`src/rtl/uart_pkg.sv`:
```
`default_nettype none
// ============================================================================
// Module      : uart_pkg
// Description : Shared constants, state encodings and helpers for uart_core.
// Revision    : 1.0 - initial release
// ============================================================================
package uart_pkg;

    localparam logic [1:0] PAR_NONE = 2'd0;
    localparam logic [1:0] PAR_EVEN = 2'd1;
    localparam logic [1:0] PAR_ODD  = 2'd2;

    localparam int         OVERSAMPLE    = 16;
    localparam logic [3:0] LAST_TICK     = 4'(OVERSAMPLE - 1);
    localparam logic [3:0] SAMPLE_TICK_A = 4'd7;
    localparam logic [3:0] SAMPLE_TICK_B = 4'd8;
    localparam logic [3:0] SAMPLE_TICK_C = 4'd9;

    localparam logic [2:0] TX_IDLE   = 3'd0;
    localparam logic [2:0] TX_START  = 3'd1;
    localparam logic [2:0] TX_DATA   = 3'd2;
    localparam logic [2:0] TX_PARITY = 3'd3;
    localparam logic [2:0] TX_STOP   = 3'd4;

    localparam logic [2:0] RX_IDLE   = 3'd0;
    localparam logic [2:0] RX_START  = 3'd1;
    localparam logic [2:0] RX_DATA   = 3'd2;
    localparam logic [2:0] RX_PARITY = 3'd3;
    localparam logic [2:0] RX_STOP   = 3'd4;

    function automatic logic parity_enabled(input logic [1:0] mode);
        return (mode == PAR_EVEN) || (mode == PAR_ODD);
    endfunction

    function automatic logic majority3(input logic a, input logic b, input logic c);
        return (a & b) | (a & c) | (b & c);
    endfunction

endpackage
`default_nettype wire

```
`src/rtl/uart_fifo.sv`:
```
`default_nettype none
// ============================================================================
// Module      : uart_fifo
// Description : Synchronous first-word-fall-through FIFO; push on full is
//               accepted only when a pop frees a slot in the same cycle.
// Revision    : 1.0 - initial release
// ============================================================================
module uart_fifo #(
    parameter int WIDTH = 8,
    parameter int DEPTH = 16
) (
    input  logic             clk,
    input  logic             rst,
    input  logic             push,
    input  logic [WIDTH-1:0] wr_data,
    input  logic             pop,
    output logic [WIDTH-1:0] rd_data,
    output logic             full,
    output logic             empty
);

    localparam int          c_aw  = $clog2(DEPTH);
    localparam logic [c_aw:0] c_one = (c_aw + 1)'(1);

    logic [WIDTH-1:0] r_mem [DEPTH];
    logic [c_aw:0]    r_wr_ptr;
    logic [c_aw:0]    r_rd_ptr;
    logic             w_do_push;
    logic             w_do_pop;

    // Extra pointer MSB distinguishes full from empty when the indices match.
    assign empty     = (r_wr_ptr == r_rd_ptr);
    assign full      = (r_wr_ptr[c_aw] != r_rd_ptr[c_aw]) &&
                       (r_wr_ptr[c_aw-1:0] == r_rd_ptr[c_aw-1:0]);
    assign w_do_pop  = pop & ~empty;
    assign w_do_push = push & (~full | w_do_pop);
    assign rd_data   = r_mem[r_rd_ptr[c_aw-1:0]];

    always_ff @(posedge clk) begin
        if (rst) begin
            r_wr_ptr <= '0;
            r_rd_ptr <= '0;
        end else begin
            if (w_do_push) r_wr_ptr <= r_wr_ptr + c_one;
            if (w_do_pop)  r_rd_ptr <= r_rd_ptr + c_one;
        end
    end

    always_ff @(posedge clk) begin
        if (w_do_push) r_mem[r_wr_ptr[c_aw-1:0]] <= wr_data;
    end

endmodule
`default_nettype wire

```
`src/rtl/uart_core.sv`:
```
`default_nettype none
// ============================================================================
// Module      : uart_core
// Description : UART with runtime divisor/parity/stop config, 16x oversampled
//               majority-vote receiver, TX/RX FIFOs and error flags.
// Revision    : 1.0 - initial release
// ============================================================================
module uart_core
    import uart_pkg::*;
#(
    parameter int DATA_BITS = 8,
    parameter int TX_DEPTH  = 16,
    parameter int RX_DEPTH  = 16,
    parameter int DIV_W     = 16
) (
    input  logic                 clk,
    input  logic                 rst,
    input  logic                 rx,
    output logic                 tx,
    input  logic [DIV_W-1:0]     baud_div,
    input  logic [1:0]           parity_mode,
    input  logic                 stop2,
    input  logic                 wr_en,
    input  logic [DATA_BITS-1:0] wr_data,
    output logic                 tx_full,
    output logic                 tx_idle,
    input  logic                 rd_en,
    output logic [DATA_BITS-1:0] rd_data,
    output logic                 rd_perr,
    output logic                 rd_ferr,
    output logic                 rx_empty,
    output logic                 rx_overrun,
    input  logic                 clr_overrun
);

    localparam logic [DIV_W-1:0] c_div_one  = DIV_W'(1);
    localparam logic [3:0]       c_last_bit = 4'(DATA_BITS - 1);

    // ---------------- tick generator ----------------
    logic [DIV_W-1:0] r_tick_cnt;
    logic             w_tick;

    assign w_tick = (r_tick_cnt <= c_div_one);

    always_ff @(posedge clk) begin
        if (rst)         r_tick_cnt <= c_div_one;
        else if (w_tick) r_tick_cnt <= (baud_div == '0) ? c_div_one : baud_div;
        else             r_tick_cnt <= r_tick_cnt - c_div_one;
    end

    // ---------------- transmitter ----------------
    logic [DATA_BITS-1:0] w_tx_head, r_tx_shift, w_tx_shift_nxt;
    logic [2:0]           r_tx_state, w_tx_state_nxt;
    logic [3:0]           r_tx_bits, w_tx_bits_nxt;
    logic [4:0]           r_tx_ticks, w_tx_ticks_nxt;
    logic [1:0]           r_tx_mode, w_tx_mode_nxt;
    logic                 r_tx_par, w_tx_par_nxt, r_tx_stop2, w_tx_stop2_nxt;
    logic                 r_tx, w_tx_bit_nxt, w_tx_pop, w_tx_empty, w_tx_bit_end;

    uart_fifo #(.WIDTH(DATA_BITS), .DEPTH(TX_DEPTH)) u_tx_fifo (
        .clk(clk), .rst(rst), .push(wr_en), .wr_data(wr_data), .pop(w_tx_pop),
        .rd_data(w_tx_head), .full(tx_full), .empty(w_tx_empty)
    );

    assign w_tx_bit_end = w_tick && (r_tx_ticks[3:0] == LAST_TICK);

    always_comb begin
        w_tx_state_nxt = r_tx_state;
        w_tx_shift_nxt = r_tx_shift;
        w_tx_bits_nxt  = r_tx_bits;
        w_tx_ticks_nxt = r_tx_ticks;
        w_tx_par_nxt   = r_tx_par;
        w_tx_mode_nxt  = r_tx_mode;
        w_tx_stop2_nxt = r_tx_stop2;
        w_tx_pop       = 1'b0;
        w_tx_bit_nxt   = 1'b1;
        if (r_tx_state != TX_IDLE && w_tick) w_tx_ticks_nxt = r_tx_ticks + 5'd1;
        case (r_tx_state)
            TX_IDLE:  w_tx_pop = !w_tx_empty;
            TX_START: if (w_tx_bit_end) begin
                w_tx_ticks_nxt = '0;
                w_tx_bits_nxt  = '0;
                w_tx_state_nxt = TX_DATA;
            end
            TX_DATA: if (w_tx_bit_end) begin
                w_tx_ticks_nxt = '0;
                w_tx_shift_nxt = r_tx_shift >> 1;
                w_tx_bits_nxt  = r_tx_bits + 4'd1;
                if (r_tx_bits == c_last_bit)
                    w_tx_state_nxt = parity_enabled(r_tx_mode) ? TX_PARITY : TX_STOP;
            end
            TX_PARITY: if (w_tx_bit_end) begin
                w_tx_ticks_nxt = '0;
                w_tx_state_nxt = TX_STOP;
            end
            TX_STOP: if (w_tick && r_tx_ticks == (r_tx_stop2 ? 5'd31 : 5'd15)) begin
                w_tx_ticks_nxt = '0;
                w_tx_state_nxt = TX_IDLE;
                w_tx_pop       = !w_tx_empty;  // chain the next frame with no idle gap
            end
            default: w_tx_state_nxt = TX_IDLE;
        endcase
        if (w_tx_pop) begin
            w_tx_shift_nxt = w_tx_head;
            w_tx_par_nxt   = ^w_tx_head;
            w_tx_mode_nxt  = parity_mode;
            w_tx_stop2_nxt = stop2;
            w_tx_ticks_nxt = '0;
            w_tx_state_nxt = TX_START;
        end
        case (w_tx_state_nxt)
            TX_START:  w_tx_bit_nxt = 1'b0;
            TX_DATA:   w_tx_bit_nxt = w_tx_shift_nxt[0];
            TX_PARITY: w_tx_bit_nxt = (w_tx_mode_nxt == PAR_ODD) ? ~w_tx_par_nxt : w_tx_par_nxt;
            default:   w_tx_bit_nxt = 1'b1;
        endcase
    end

    always_ff @(posedge clk) begin
        if (rst) begin
            r_tx_state <= TX_IDLE;
            r_tx_shift <= '0;
            r_tx_bits  <= '0;
            r_tx_ticks <= '0;
            r_tx_par   <= 1'b0;
            r_tx_mode  <= PAR_NONE;
            r_tx_stop2 <= 1'b0;
            r_tx       <= 1'b1;
        end else begin
            r_tx_state <= w_tx_state_nxt;
            r_tx_shift <= w_tx_shift_nxt;
            r_tx_bits  <= w_tx_bits_nxt;
            r_tx_ticks <= w_tx_ticks_nxt;
            r_tx_par   <= w_tx_par_nxt;
            r_tx_mode  <= w_tx_mode_nxt;
            r_tx_stop2 <= w_tx_stop2_nxt;
            r_tx       <= w_tx_bit_nxt;
        end
    end

    assign tx      = r_tx;
    assign tx_idle = w_tx_empty && (r_tx_state == TX_IDLE);

    // ---------------- receiver ----------------
    logic [DATA_BITS-1:0] r_rx_shift, w_rx_shift_nxt;
    logic [DATA_BITS+1:0] w_rx_entry, w_rx_head;
    logic [2:0]           r_rx_state, w_rx_state_nxt;
    logic [3:0]           r_rx_ticks, w_rx_ticks_nxt, w_rx_ticks_inc, r_rx_bits, w_rx_bits_nxt;
    logic [1:0]           r_rx_samp, w_rx_samp_nxt, r_rx_mode, w_rx_mode_nxt;
    logic                 r_rx_s1, r_rx_s2, r_rx_parbit, w_rx_parbit_nxt;
    logic                 w_rx_vote, w_rx_vote_now, w_rx_push, w_rx_perr, w_rx_full;
    logic                 r_overrun;

    assign w_rx_ticks_inc = r_rx_ticks + 4'd1;
    assign w_rx_vote      = majority3(r_rx_samp[1], r_rx_samp[0], r_rx_s2);
    assign w_rx_vote_now  = w_tick && (w_rx_ticks_inc == SAMPLE_TICK_C);
    assign w_rx_perr      = parity_enabled(r_rx_mode) &
                            ((^r_rx_shift) ^ r_rx_parbit ^ (r_rx_mode == PAR_ODD));
    assign w_rx_entry     = {~w_rx_vote, w_rx_perr, r_rx_shift};

    // Tick counter free-wraps every 16 ticks, so each bit's vote lands on tick 9.
    always_comb begin
        w_rx_state_nxt  = r_rx_state;
        w_rx_ticks_nxt  = r_rx_ticks;
        w_rx_bits_nxt   = r_rx_bits;
        w_rx_samp_nxt   = r_rx_samp;
        w_rx_mode_nxt   = r_rx_mode;
        w_rx_shift_nxt  = r_rx_shift;
        w_rx_parbit_nxt = r_rx_parbit;
        w_rx_push       = 1'b0;
        case (r_rx_state)
            RX_IDLE: if (w_tick && !r_rx_s2) begin
                w_rx_state_nxt = RX_START;
                w_rx_ticks_nxt = '0;
                w_rx_mode_nxt  = parity_mode;
            end
            RX_START, RX_DATA, RX_PARITY, RX_STOP: begin
                if (w_tick) begin
                    w_rx_ticks_nxt = w_rx_ticks_inc;
                    if (w_rx_ticks_inc == SAMPLE_TICK_A || w_rx_ticks_inc == SAMPLE_TICK_B)
                        w_rx_samp_nxt = {r_rx_samp[0], r_rx_s2};
                end
                if (w_rx_vote_now) begin
                    case (r_rx_state)
                        RX_START: begin
                            w_rx_state_nxt = w_rx_vote ? RX_IDLE : RX_DATA;
                            w_rx_bits_nxt  = '0;
                        end
                        RX_DATA: begin
                            w_rx_shift_nxt = {w_rx_vote, r_rx_shift[DATA_BITS-1:1]};
                            w_rx_bits_nxt  = r_rx_bits + 4'd1;
                            if (r_rx_bits == c_last_bit)
                                w_rx_state_nxt = parity_enabled(r_rx_mode) ? RX_PARITY : RX_STOP;
                        end
                        RX_PARITY: begin
                            w_rx_parbit_nxt = w_rx_vote;
                            w_rx_state_nxt  = RX_STOP;
                        end
                        default: begin
                            w_rx_push      = 1'b1;
                            w_rx_state_nxt = RX_IDLE;
                        end
                    endcase
                end
            end
            default: w_rx_state_nxt = RX_IDLE;
        endcase
    end

    always_ff @(posedge clk) begin
        if (rst) begin
            r_rx_s1     <= 1'b1;
            r_rx_s2     <= 1'b1;
            r_rx_state  <= RX_IDLE;
            r_rx_ticks  <= '0;
            r_rx_bits   <= '0;
            r_rx_samp   <= '0;
            r_rx_mode   <= PAR_NONE;
            r_rx_shift  <= '0;
            r_rx_parbit <= 1'b0;
            r_overrun   <= 1'b0;
        end else begin
            r_rx_s1     <= rx;
            r_rx_s2     <= r_rx_s1;
            r_rx_state  <= w_rx_state_nxt;
            r_rx_ticks  <= w_rx_ticks_nxt;
            r_rx_bits   <= w_rx_bits_nxt;
            r_rx_samp   <= w_rx_samp_nxt;
            r_rx_mode   <= w_rx_mode_nxt;
            r_rx_shift  <= w_rx_shift_nxt;
            r_rx_parbit <= w_rx_parbit_nxt;
            if (w_rx_push && w_rx_full && !rd_en) r_overrun <= 1'b1;
            else if (clr_overrun)                 r_overrun <= 1'b0;
        end
    end

    uart_fifo #(.WIDTH(DATA_BITS + 2), .DEPTH(RX_DEPTH)) u_rx_fifo (
        .clk(clk), .rst(rst), .push(w_rx_push), .wr_data(w_rx_entry), .pop(rd_en),
        .rd_data(w_rx_head), .full(w_rx_full), .empty(rx_empty)
    );

    assign rd_data    = rx_empty ? '0 : w_rx_head[DATA_BITS-1:0];
    assign rd_perr    = ~rx_empty & w_rx_head[DATA_BITS];
    assign rd_ferr    = ~rx_empty & w_rx_head[DATA_BITS+1];
    assign rx_overrun = r_overrun;

endmodule
`default_nettype wire

```
`config.mk`:
```
export PLATFORM = sky130hd
export DESIGN_NAME = uart_core
export DESIGN_NICKNAME = d
export VERILOG_FILES = /design/src/rtl/uart_pkg.sv /design/src/rtl/uart_fifo.sv /design/src/rtl/uart_core.sv
export SDC_FILE = /design/constraint.sdc
export NUM_CORES = 1
export LEC_CHECK = 0
export CORE_MARGIN = 4
export CORE_UTILIZATION = 59
export CTS_CLUSTER_SIZE = 28
export DETAILED_ROUTE_END_ITERATION = 6
export PLACE_DENSITY = 0.77
export SETUP_SLACK_MARGIN = 0.2
export SLEW_MARGIN = 20
export SYNTH_ARGS = -nofsm -noshare
export SYNTH_HDL_FRONTEND = slang
export SYNTH_SLANG_ARGS = --single-unit
```
`constraint.sdc`:
```
create_clock -name clk -period 8.52 [get_ports clk]
set_input_delay 2.13 -clock clk [delete_from_list [all_inputs] [get_ports clk]]
set_output_delay 2.13 -clock clk [all_outputs]
set_load 0.005 [all_outputs]
```
==> results.tsv, run 1 <==
metric	value	unit
drt total wl	30300	um
Avg Vias per Cell	6.03	
leading area contributor after synthesis	edfxtp_1	
Sw Pwr	0.00118	W
Synth Area in Compound Gates	5.95	%
Post-Syn Area per Cell	14.7	um^2
Clk pwr share	35.8	%
Period Utilization, post-route	60.7	%
routing usage on met3	2.69	%
WL/cell	20.3	um
Die Y	173	um
Core Box Area	26400	um^2
Post-DP HPWL	18800	um
Synth cell types	56	
fin. max-slew vios	0	
peak supply drop	0.211	mV
met1 usage	27.8	%
simple-gate share of the synthesized area	9.31	%
PwrDens	252	nW/um^2
Ports	48	
vias in the first global route	9008	
share of layout cells above drive strength 1	14.4	%
Die X	173	um
Worst Clk Skew	0.0272	ns
leakage dissipation	5.87	nW
setup TNS	0	ns
Worst Path Max Fanout	40	
Fin. Hold Viols	0	
FF-to-FF path depth	7	
Worst Tran Pin Value	1.08	ns
Post-Synth XOR/XNOR Area	3.45	%
main combinational cell family by area after synthesis	multiplexers	
gpl congestion	0.808	
initial DRC count	927	
Core Rows	59	
GR Util met2	35.6	%
initial antenna violation count	0	
crit path launch type	flop	
synthesized area	16000	um^2
multiplexer share of the synthesized area	11.6	%
final setup fails	0	
total grt overflow	0	
Area Growth Syn to Fin	12.5	%
clock latency on the worst-skew pair	0.54	ns
worst hold path depth	1	
min Tclk post-route	5.17	ns
prevailing post-synth register cell	edfxtp_1	
# fillers	1745	
largest net degree at the start of global routing	88	
WP data required	6.39	ns
ANT nets after route	0	
TritonCTS clock tree	yes	
top cells by area, synth	edfxtp_1 (54%), dfxtp_1 (12%), mux4_2 (10%), nor2_1 (2.5%), xnor2_1 (1.8%)	
RSZ-0062 raised after global routing	no	
number of synthesized flops with an enable pin	288	
Sw Ratio	26.0	%
DR vias	9001	
max cap viols	0	
number of setup buffers added after CTS	0	
Clock Sinks	384	
ANT cells	0	
Yosys warnings	0	
Longest Clk Path Bufs	3	
Seq/Total Area, Yosys	66.2	%
GRT Total Usage	20.4	%
placed insts	1423	
Setup CP Type	reg -> out	
top cell type's share of synthesized area	54.1	%
#FFs+latches synth	384	
status	finished clean	
Worst Hold Class	reg -> reg	
cts hold-fix bufs	0	
Comb power frac	16.3	%
Layout Nets	1181	
Clock Tree Root	clkbuf_16	
DRC	0	
# port buffers	47	
H-tree levels	2	
die area	29800	um^2
Worst setup EP type	output port	
fmax	0.193	GHz
first-pass GRT wire length	49200	um
Starting Density	60.6	%
Top Usage Layer GRT	met2	
Post-Layout Cell Count	1493	
max_slew headroom	27.4	%
asr flop ratio synth	0	%
Cells after Synth	1086	
Reg clk slew, reported paths	0.06	ns
Post-CTS Resized	0	
syn_nets	1139	
DRT Pass-1 Iters	5	
worst endpoint data arrival time	3.04	ns
P_int	0.00335	W
Adder-Cell Fraction of Synth Area	1.63	%
sequential share of power	47.9	%
CTS buffer count	38	
## per-layer routing
layer	part of all wire, %	up-vias	wire [um]
met4	1.6	0	493
met1	42	4477	12600
met2	51	255	15600
met5	0	-	0
li1	-	4227	-
met3	5.3	42	1590
## Yosys cell counts, types with 2 or more instances
cell,instances
mux2i_1,22
nand2b_1,8
ha_1,20
a311oi_1,7
nor4_1,12
nor3_4,2
nand3_1,23
nor2b_1,16
o21ai_0,17
buf_2,7
a221oi_1,2
and3_1,3
o22ai_1,2
edfxtp_1,288
nand3b_1,5
xor2_1,30
mux4_2,72
buf_1,7
and2_1,4
clkbuf_1,45
inv_1,15
a211oi_1,28
a21oi_1,42
a311o_1,2
nand2_1,74
nor3_1,18
nor2_1,108
or2_2,6
a41oi_1,2
nand4_1,11
a22oi_1,30
or3_1,6
and4b_1,2
dfxtp_1,96
xnor2_1,33
## worst paths after layout
check / from / to / slack (ns)
worst max-delay path: flop / rd_data[3] / 3.35
worst min-delay path: r_rx_s1$_SDFF_PP1_ / r_rx_s2$_SDFF_PP1_ / 0.42
worst max register to register: r_tick_cnt[7]$_SDFF_PP0_ / u_rx_fifo.r_mem[7][0]$_DFFE_PP_ / 4.50
worst min register to register: r_rx_s1$_SDFF_PP1_ / r_rx_s2$_SDFF_PP1_ / 0.42
## power groups by stage
stage,Clock [W],Sequential (W),Combinational (W)
2_1_floorplan,0,0.00217,0.000607
5_1_grt,0.00174,0.00218,0.000824
4_1_cts,0.00165,0.00217,0.000745
3_3_place_gp,0,0.00221,0.000727
6_report,0.00162,0.00217,0.000739
3_5_place_dp,0,0.00221,0.000741
## state kept, by name, indices dropped and copies added (netlist names), 2 cells and up, named ones only
signal              cells
u_rx_fifo.r_wr_ptr      5
u_rx_fifo.r_mem       160
u_tx_fifo.r_wr_ptr      5
r_rx_shift              8
u_rx_fifo.r_rd_ptr      5
r_rx_mode               2
r_tx_state              3
u_tx_fifo.r_mem       128
r_rx_ticks              4
r_tx_ticks              5
r_tick_cnt             16
r_rx_state              3
u_tx_fifo.r_rd_ptr      5
r_tx_mode               2
r_rx_bits               4
r_tx_bits               4
r_tx_shift              8
r_rx_samp               2
## cells by family (layout without fill, tap and decap cells)
logic type,Yosys count,in the layout
simple gates,308,308
compound gates,140,140
fa+ha+maj,21,21
xor+xnor,63,63
buf+inv,75,147
flops,384,384
mux,95,95
## stage by stage
step | utilization [%] | area [um^2] | hold slack [ns] | power (W) | setup WS (ns)
finish | 68.2 | 18000 | 0.416 | 0.00453 | 3.35
global route | 68.2 | 18000 | 0.428 | 0.00475 | 3.11
CTS | 68.2 | 18000 | 0.419 | 0.00456 | 3.26
detailed placement | 63.5 | 16700 | 0.402 | 0.00295 | 3.83
global placement | 63.5 | 16700 | 0.391 | 0.00293 | 3.87
floorplan | - | 16000 | 0.389 | 0.00278 | 4.06
## critical path, cell delays in order, from the launching register on
cell             delay (ns)
dfxtp_2                0.31
buf_4                  0.60
mux4_2                 0.58
nor2b_1                0.15
a211oi_1               0.26
a211oi_1               0.09
clkdlybuf4s50_1        0.50
## placed cells by master (no fill, tap or decap), types with 8 or more instances in the layout
cell type        synthesis  layout
xnor2_1                 33      33
nor2b_1                 16      16
clkinv_2                 0       9
a22oi_1                 30      30
o21ai_0                 17      17
inv_1                   15      15
mux4_2                  72      72
clkdlybuf4s50_1          0      46
a21oi_1                 42      42
edfxtp_1               288     288
nand2_1                 74      74
nor2_1                 108     108
mux2i_1                 22      22
a211oi_1                28      28
clkbuf_16                0      39
xor2_1                  30      30
buf_4                    0      15
dfxtp_1                 96      93
ha_1                    20      20
nand4_1                 11      11
nand3_1                 23      23
nor3_1                  18      18
nor4_1                  12      12
nand2b_1                 8       8
## area by class of cell
class	count	area (um^2)	share of cell area (%)
multi-input cells	627	5100	28.4
well taps	335	419	2.33
flip-flops and latches	384	10600	58.9
clock buffers	50	1060	5.89
inverters	15	56.3	0.313
repair buffers	62	578	3.22
clock inverters	20	175	0.975
No activity file was read; power rests on OpenSTA's default activity.
==> run 2, diff against run 1 <==
Clock period 8.52 ns to 4.8 ns, I/O delays scaled along.
==> run 2 against run 1 <==
Wire length increased by 5.0%. Setup slack got worse by 2.7 ns. Critical path type unchanged. Sequential power increased by 78%. First-iteration DRC count decreased by 6.3%. Cell count up 0.94%. Critical path depth down 1. Critical endpoint is now rd_data[1]. Largest power group unchanged. Utilization up 0.87 points.
==> results.tsv, run 2 (synthesized netlist as in run 1, its figures left out) <==
metric	value	unit
Starting Density	60.6	%
initial DRC count	869	
commonest non-fill, non-tap cell in the layout	edfxtp_1	
WP data required	3.60	ns
DRC	0	
WL/cell	21.1	um
Die X	173	um
TritonCTS clock tree	yes	
Clock Tree Root	clkbuf_16	
ANT cells	0	
Met2 Wirelength	16500	um
Post-Layout Cell Count	1507	
PwrDens	457	nW/um^2
Worst Path Max Fanout	29	
most frequent cells in the layout	edfxtp_1 (288), nor2_1 (107), dfxtp_1 (93), nand2_1 (74), mux4_2 (72)	
Setup CP Type	reg -> out	
Fin. Hold Viols	0	
worst endpoint data arrival time	2.91	ns
RSZ-0062 raised after global routing	no	
GRT Total Usage	21.4	%
Period Utilization, post-route	85.5	%
Worst Tran Pin Value	0.953	ns
# port buffers	47	
Area Growth Syn to Fin	13.9	%
placed insts	1437	
DR vias	9121	
number of setup buffers added after CTS	0	
share of layout cells above drive strength 1	15.6	%
die area	29800	um^2
clock latency on the worst-skew pair	0.52	ns
final setup fails	0	
cts hold-fix bufs	0	
largest net degree at the start of global routing	45	
fin. max-slew vios	0	
first-pass GRT wire length	50800	um
Ports	48	
setup TNS	0	ns
Layout Nets	1196	
max cap viols	0	
status	finished clean	
Worst setup EP type	output port	
Longest Clk Path Bufs	3	
Clock Sinks	384	
Met3 Wirelength	1360	um
Worst Clk Skew	0.0144	ns
initial antenna violation count	0	
Core Box Area	26400	um^2
Core Rows	59	
DRT Pass-1 Iters	5	
crit path launch type	flop	
M1 WL	13200	um
leakage dissipation	6.01	nW
peak supply drop	0.365	mV
Reg clk slew, reported paths	0.06	ns
Avg Vias per Cell	6.05	
Post-CTS Resized	0	
max_slew headroom	36.0	%
Die Y	173	um
ANT nets after route	0	
gpl congestion	0.801	
Post-DP HPWL	19600	um
vias in the first global route	9016	
H-tree levels	2	
Top Metal Used	met4	
Worst Hold Class	reg -> reg	
max reg flops	160	
CTS buffer count	39	
drt total wl	31800	um
fmax	0.244	GHz
total grt overflow	0	
min Tclk post-route	4.11	ns
==> run 2: through the flow <==
| stage | hold WS [ns] | setup slack (ns) | cell area [um^2] | util, % | total power, W |
|---|---|---|---|---|---|
| final | 0.411 | 0.694 | 18200 | 69.0 | 0.00832 |
| after detailed placement | 0.399 | 1.12 | 16800 | 63.9 | 0.00524 |
| after floorplan | 0.389 | 1.27 | 16000 | - | 0.00493 |
| after global routing | 0.432 | 0.528 | 18200 | 69.0 | 0.00869 |
| after global placement | 0.395 | 1.18 | 16800 | 63.9 | 0.00521 |
| after CTS | 0.414 | 0.628 | 18200 | 69.0 | 0.00837 |
==> run 2: layout make-up <==
cell class,count,area [um^2]
flip-flops and latches,384,10600
fillers,1746,8160
multi-input cells,627,5110
clock buffers,53,1100
repair buffers,76,696
well taps,335,419
clock inverters,17,240
inverters,15,56.3
==> run 2: worst max-delay path, stage by stage (launching register included) <==
cell	delay, ns
dfxtp_2	0.61
buf_12	0.31
mux4_2	0.54
a211oi_1	0.30
a211oi_1	0.11
clkdlybuf4s50_1	0.50
==> run 2: routing by layer <==
metal,vias to the layer above,global-route usage (%)
met4,0,5.82
li1,4254,-
met5,-,0
met3,54,2.55
met1,4581,29.4
met2,232,36.7
==> run 2: path summary, 6_finish.rpt <==
path / from / end / slack (ns) / cells after the start
worst max register to register: r_tick_cnt[7]$_SDFF_PP0_ / u_rx_fifo.r_wr_ptr[4]$_SDFFE_PP0P_ / 1.12 / 10
worst max-delay path: flop / rd_data[1] / 0.69 / 5
worst min-delay path: r_rx_s1$_SDFF_PP1_ / r_rx_s2$_SDFF_PP1_ / 0.41 / 1
worst min register to register: r_rx_s1$_SDFF_PP1_ / r_rx_s2$_SDFF_PP1_ / 0.41 / 1
==> run 2: where the power goes <==
part	leakage [nW]	switching, W	total (W)	internal [W]
logic	1.92	0.000720	0.00132	0.000599
clock network	0.660	0.00120	0.00314	0.00193
registers	3.43	0.000171	0.00386	0.00369
==> run 3, diff against run 2 <==
Settings changed: CORE_UTILIZATION 59 to 55, PLACE_DENSITY 0.77 to 0.75.
Clock period 4.8 ns to 3.53 ns, I/O delays scaled along.
==> run 3 against run 2 <==
Sequential share of layout area is 1.8 points lower. Global-route usage shrank 0.21 points. Die area rose by 6.9%. Clock-buffer cell count down 8. Clock power increased by 28%. Power rose by 35%. First-iteration DRC count shrank 7.7%. Sequential power up 34%. Cell area up 3.2%. Critical path depth increased by 2. Via count grew 2.2%. Non-clock buffer count up 47. Critical endpoint unchanged. Largest power group unchanged.
==> results.tsv, run 3 (synthesized netlist as in run 1, its figures left out) <==
metric	value	unit
Worst Clk Skew	0.0182	ns
initial DRC count	802	
flop2flop setup slack	0.39	ns
peak supply drop	0.473	mV
leakage dissipation	6.32	nW
min Tclk post-route	3.35	ns
DR vias	9323	
initial antenna violation count	1	
total grt overflow	0	
drt total wl	33500	um
WHS Endpoint	r_rx_s2$_SDFF_PP1_	
min-delay src	r_rx_s1$_SDFF_PP1_	
DRC	0	
Ports	48	
H-tree levels	2	
status	finished clean	
setup TNS	0	ns
fmax	0.298	GHz
vias in the first global route	9306	
max cap viols	0	
most frequent cells in the layout	edfxtp_1 (288), nor2_1 (108), dfxtp_1 (92), nand2_1 (73), mux4_2 (72)	
finished layout cell area	18800	um^2
Worst Tran Pin Value	0.853	ns
gpl congestion	0.780	
Largest stage delay, worst path	0.56	ns
Avg Vias per Cell	5.81	
PwrDens	598	nW/um^2
share of layout cells above drive strength 1	21.4	%
clock latency on the worst-skew pair	0.53	ns
Die Y	178	um
die area	31800	um^2
worst endpoint data arrival time	2.47	ns
max_slew headroom	43.0	%
Core Box Area	28700	um^2
ANT cells	0	
GRT Total Usage	21.2	%
Clock Sinks	384	
Reg clk slew, reported paths	0.06	ns
FF-to-FF Start	r_tick_cnt[5]$_SDFF_PP0_	
Clock Tree Root	clkbuf_16	
commonest non-fill, non-tap cell in the layout	edfxtp_1	
Fin. Hold Viols	0	
first-pass GRT wire length	52000	um
Longest Clk Path Bufs	3	
DRT Pass-1 Iters	5	
Layout Nets	1243	
Starting Density	55.6	%
# port buffers	47	
Worst setup EP type	output port	
CP max-delay cell	mux4_2	
final setup fails	0	
Worst Hold Class	reg -> reg	
CTS buffer count	39	
Period Utilization, post-route	95.0	%
cts hold-fix bufs	0	
fin. max-slew vios	0	
TritonCTS clock tree	yes	
Placed Area	17200	um^2
RSZ-0062 raised after global routing	yes	
Setup CP Type	reg -> out	
Post-DP HPWL	20800	um
Die X	178	um
reg-to-reg endpoint	u_rx_fifo.r_mem[15][7]$_DFFE_PP_	
Core Rows	62	
WP data required	2.65	ns
largest net degree at the start of global routing	41	
worst hold path depth	1	
WL/cell	20.9	um
ANT nets after route	0	
Worst Path Max Fanout	5	
crit path launch type	flop	
FF-to-FF path depth	9	
max reg flops	160	
worst path cell trace	buf_4 -> buf_16 -> buf_6 -> mux4_2 -> mux2i_4 -> a211oi_1 -> dlygate4sd2_1	
Area Growth Syn to Fin	17.5	%
-- run 3: cell types whose count changed in the layout (fill, tap and decap cells not counted), moves of 6 or more --
cell and delta:
buf_12 +6, clkdlybuf4s50_1 -10, buf_4 +36, clkinv_1 +7
a211oi_2 +10, nor3_2 +6, a211oi_1 -10, nor3_1 -6
mux2i_1 -7
-- run 3: power breakdown --
group | internal (W) | switching [W]
combinational | 0.000938 | 0.00109
sequential | 0.00502 | 0.000166
clock | 0.00235 | 0.00166
total | 0.00831 | 0.00292
-- run 3: per-layer routing --
| metal | routed length (um) | track usage (%) |
|---|---|---|
| met1 | 13400 | 27.8 |
| met2 | 17700 | 37.0 |
| met3 | 1500 | 3.05 |
| met4 | 833 | 6.08 |
| met5 | 7 | 0 |
-- run 3: worst max-delay path by stage --
| stage | startpoint | endpoint | slack [ns] | cells past startpoint |
|---|---|---|---|---|
| 2_1_floorplan | r_tick_cnt[13]$_SDFF_PP0_ | u_tx_fifo.r_mem[2][0]$_DFFE_PP_ | 0.26 | 8 |
| 3_3_place_gp | r_tick_cnt[7]$_SDFF_PP0_ | u_tx_fifo.r_mem[1][6]$_DFFE_PP_ | 0.37 | 10 |
| 3_5_place_dp | r_tick_cnt[7]$_SDFF_PP0_ | u_tx_fifo.r_mem[2][6]$_DFFE_PP_ | 0.33 | 10 |
| 4_1_cts | flop | rd_data[1] | 0.10 | 7 |
| 5_1_grt | flop | rd_data[1] | 0.12 | 7 |
| 6_report | flop | rd_data[1] | 0.18 | 7 |
-- run 3: area by class of cell --
class | instances | area [um^2]
clock inverters | 27 | 248
inverters | 15 | 56.3
clock buffers | 45 | 1010
multi-input cells | 627 | 5250
repair buffers | 123 | 1150
fillers | 2008 | 9940
well taps | 384 | 480
flip-flops and latches | 384 | 10600
-- run 3: per-stage QoR --
| stage | hold WS, ns | total power (W) | setup WS [ns] | cells | util [%] |
|---|---|---|---|---|---|
| floorplan | 0.389 | 0.00670 | 0.261 | 1086 | - |
| global placement | 0.394 | 0.00721 | 0.369 | 1512 | 59.9 |
| detailed placement | 0.398 | 0.00726 | 0.330 | 1512 | 59.9 |
| CTS | 0.415 | 0.0113 | 0.103 | 1601 | 65.1 |
| global route | 0.425 | 0.0118 | 0.122 | 1605 | 65.4 |
| finish | 0.411 | 0.0112 | 0.176 | 1605 | 65.4 |
-- run 3: worst max-delay path, delay by kind of cell (launching register included) --
kind	cells	cell delay, ns
AO/OA/AOI/OAI	1	0.09
flip-flops	1	0.40
buffers and inverters	4	0.68
multiplexers	2	0.77
-- run 3: repair_timing --
action,CTS,global route
buffers inserted,15,4
gates resized for setup,28,26
gates cloned,2,0
pin swaps,2,5
endpoints found under the setup margin,12,156
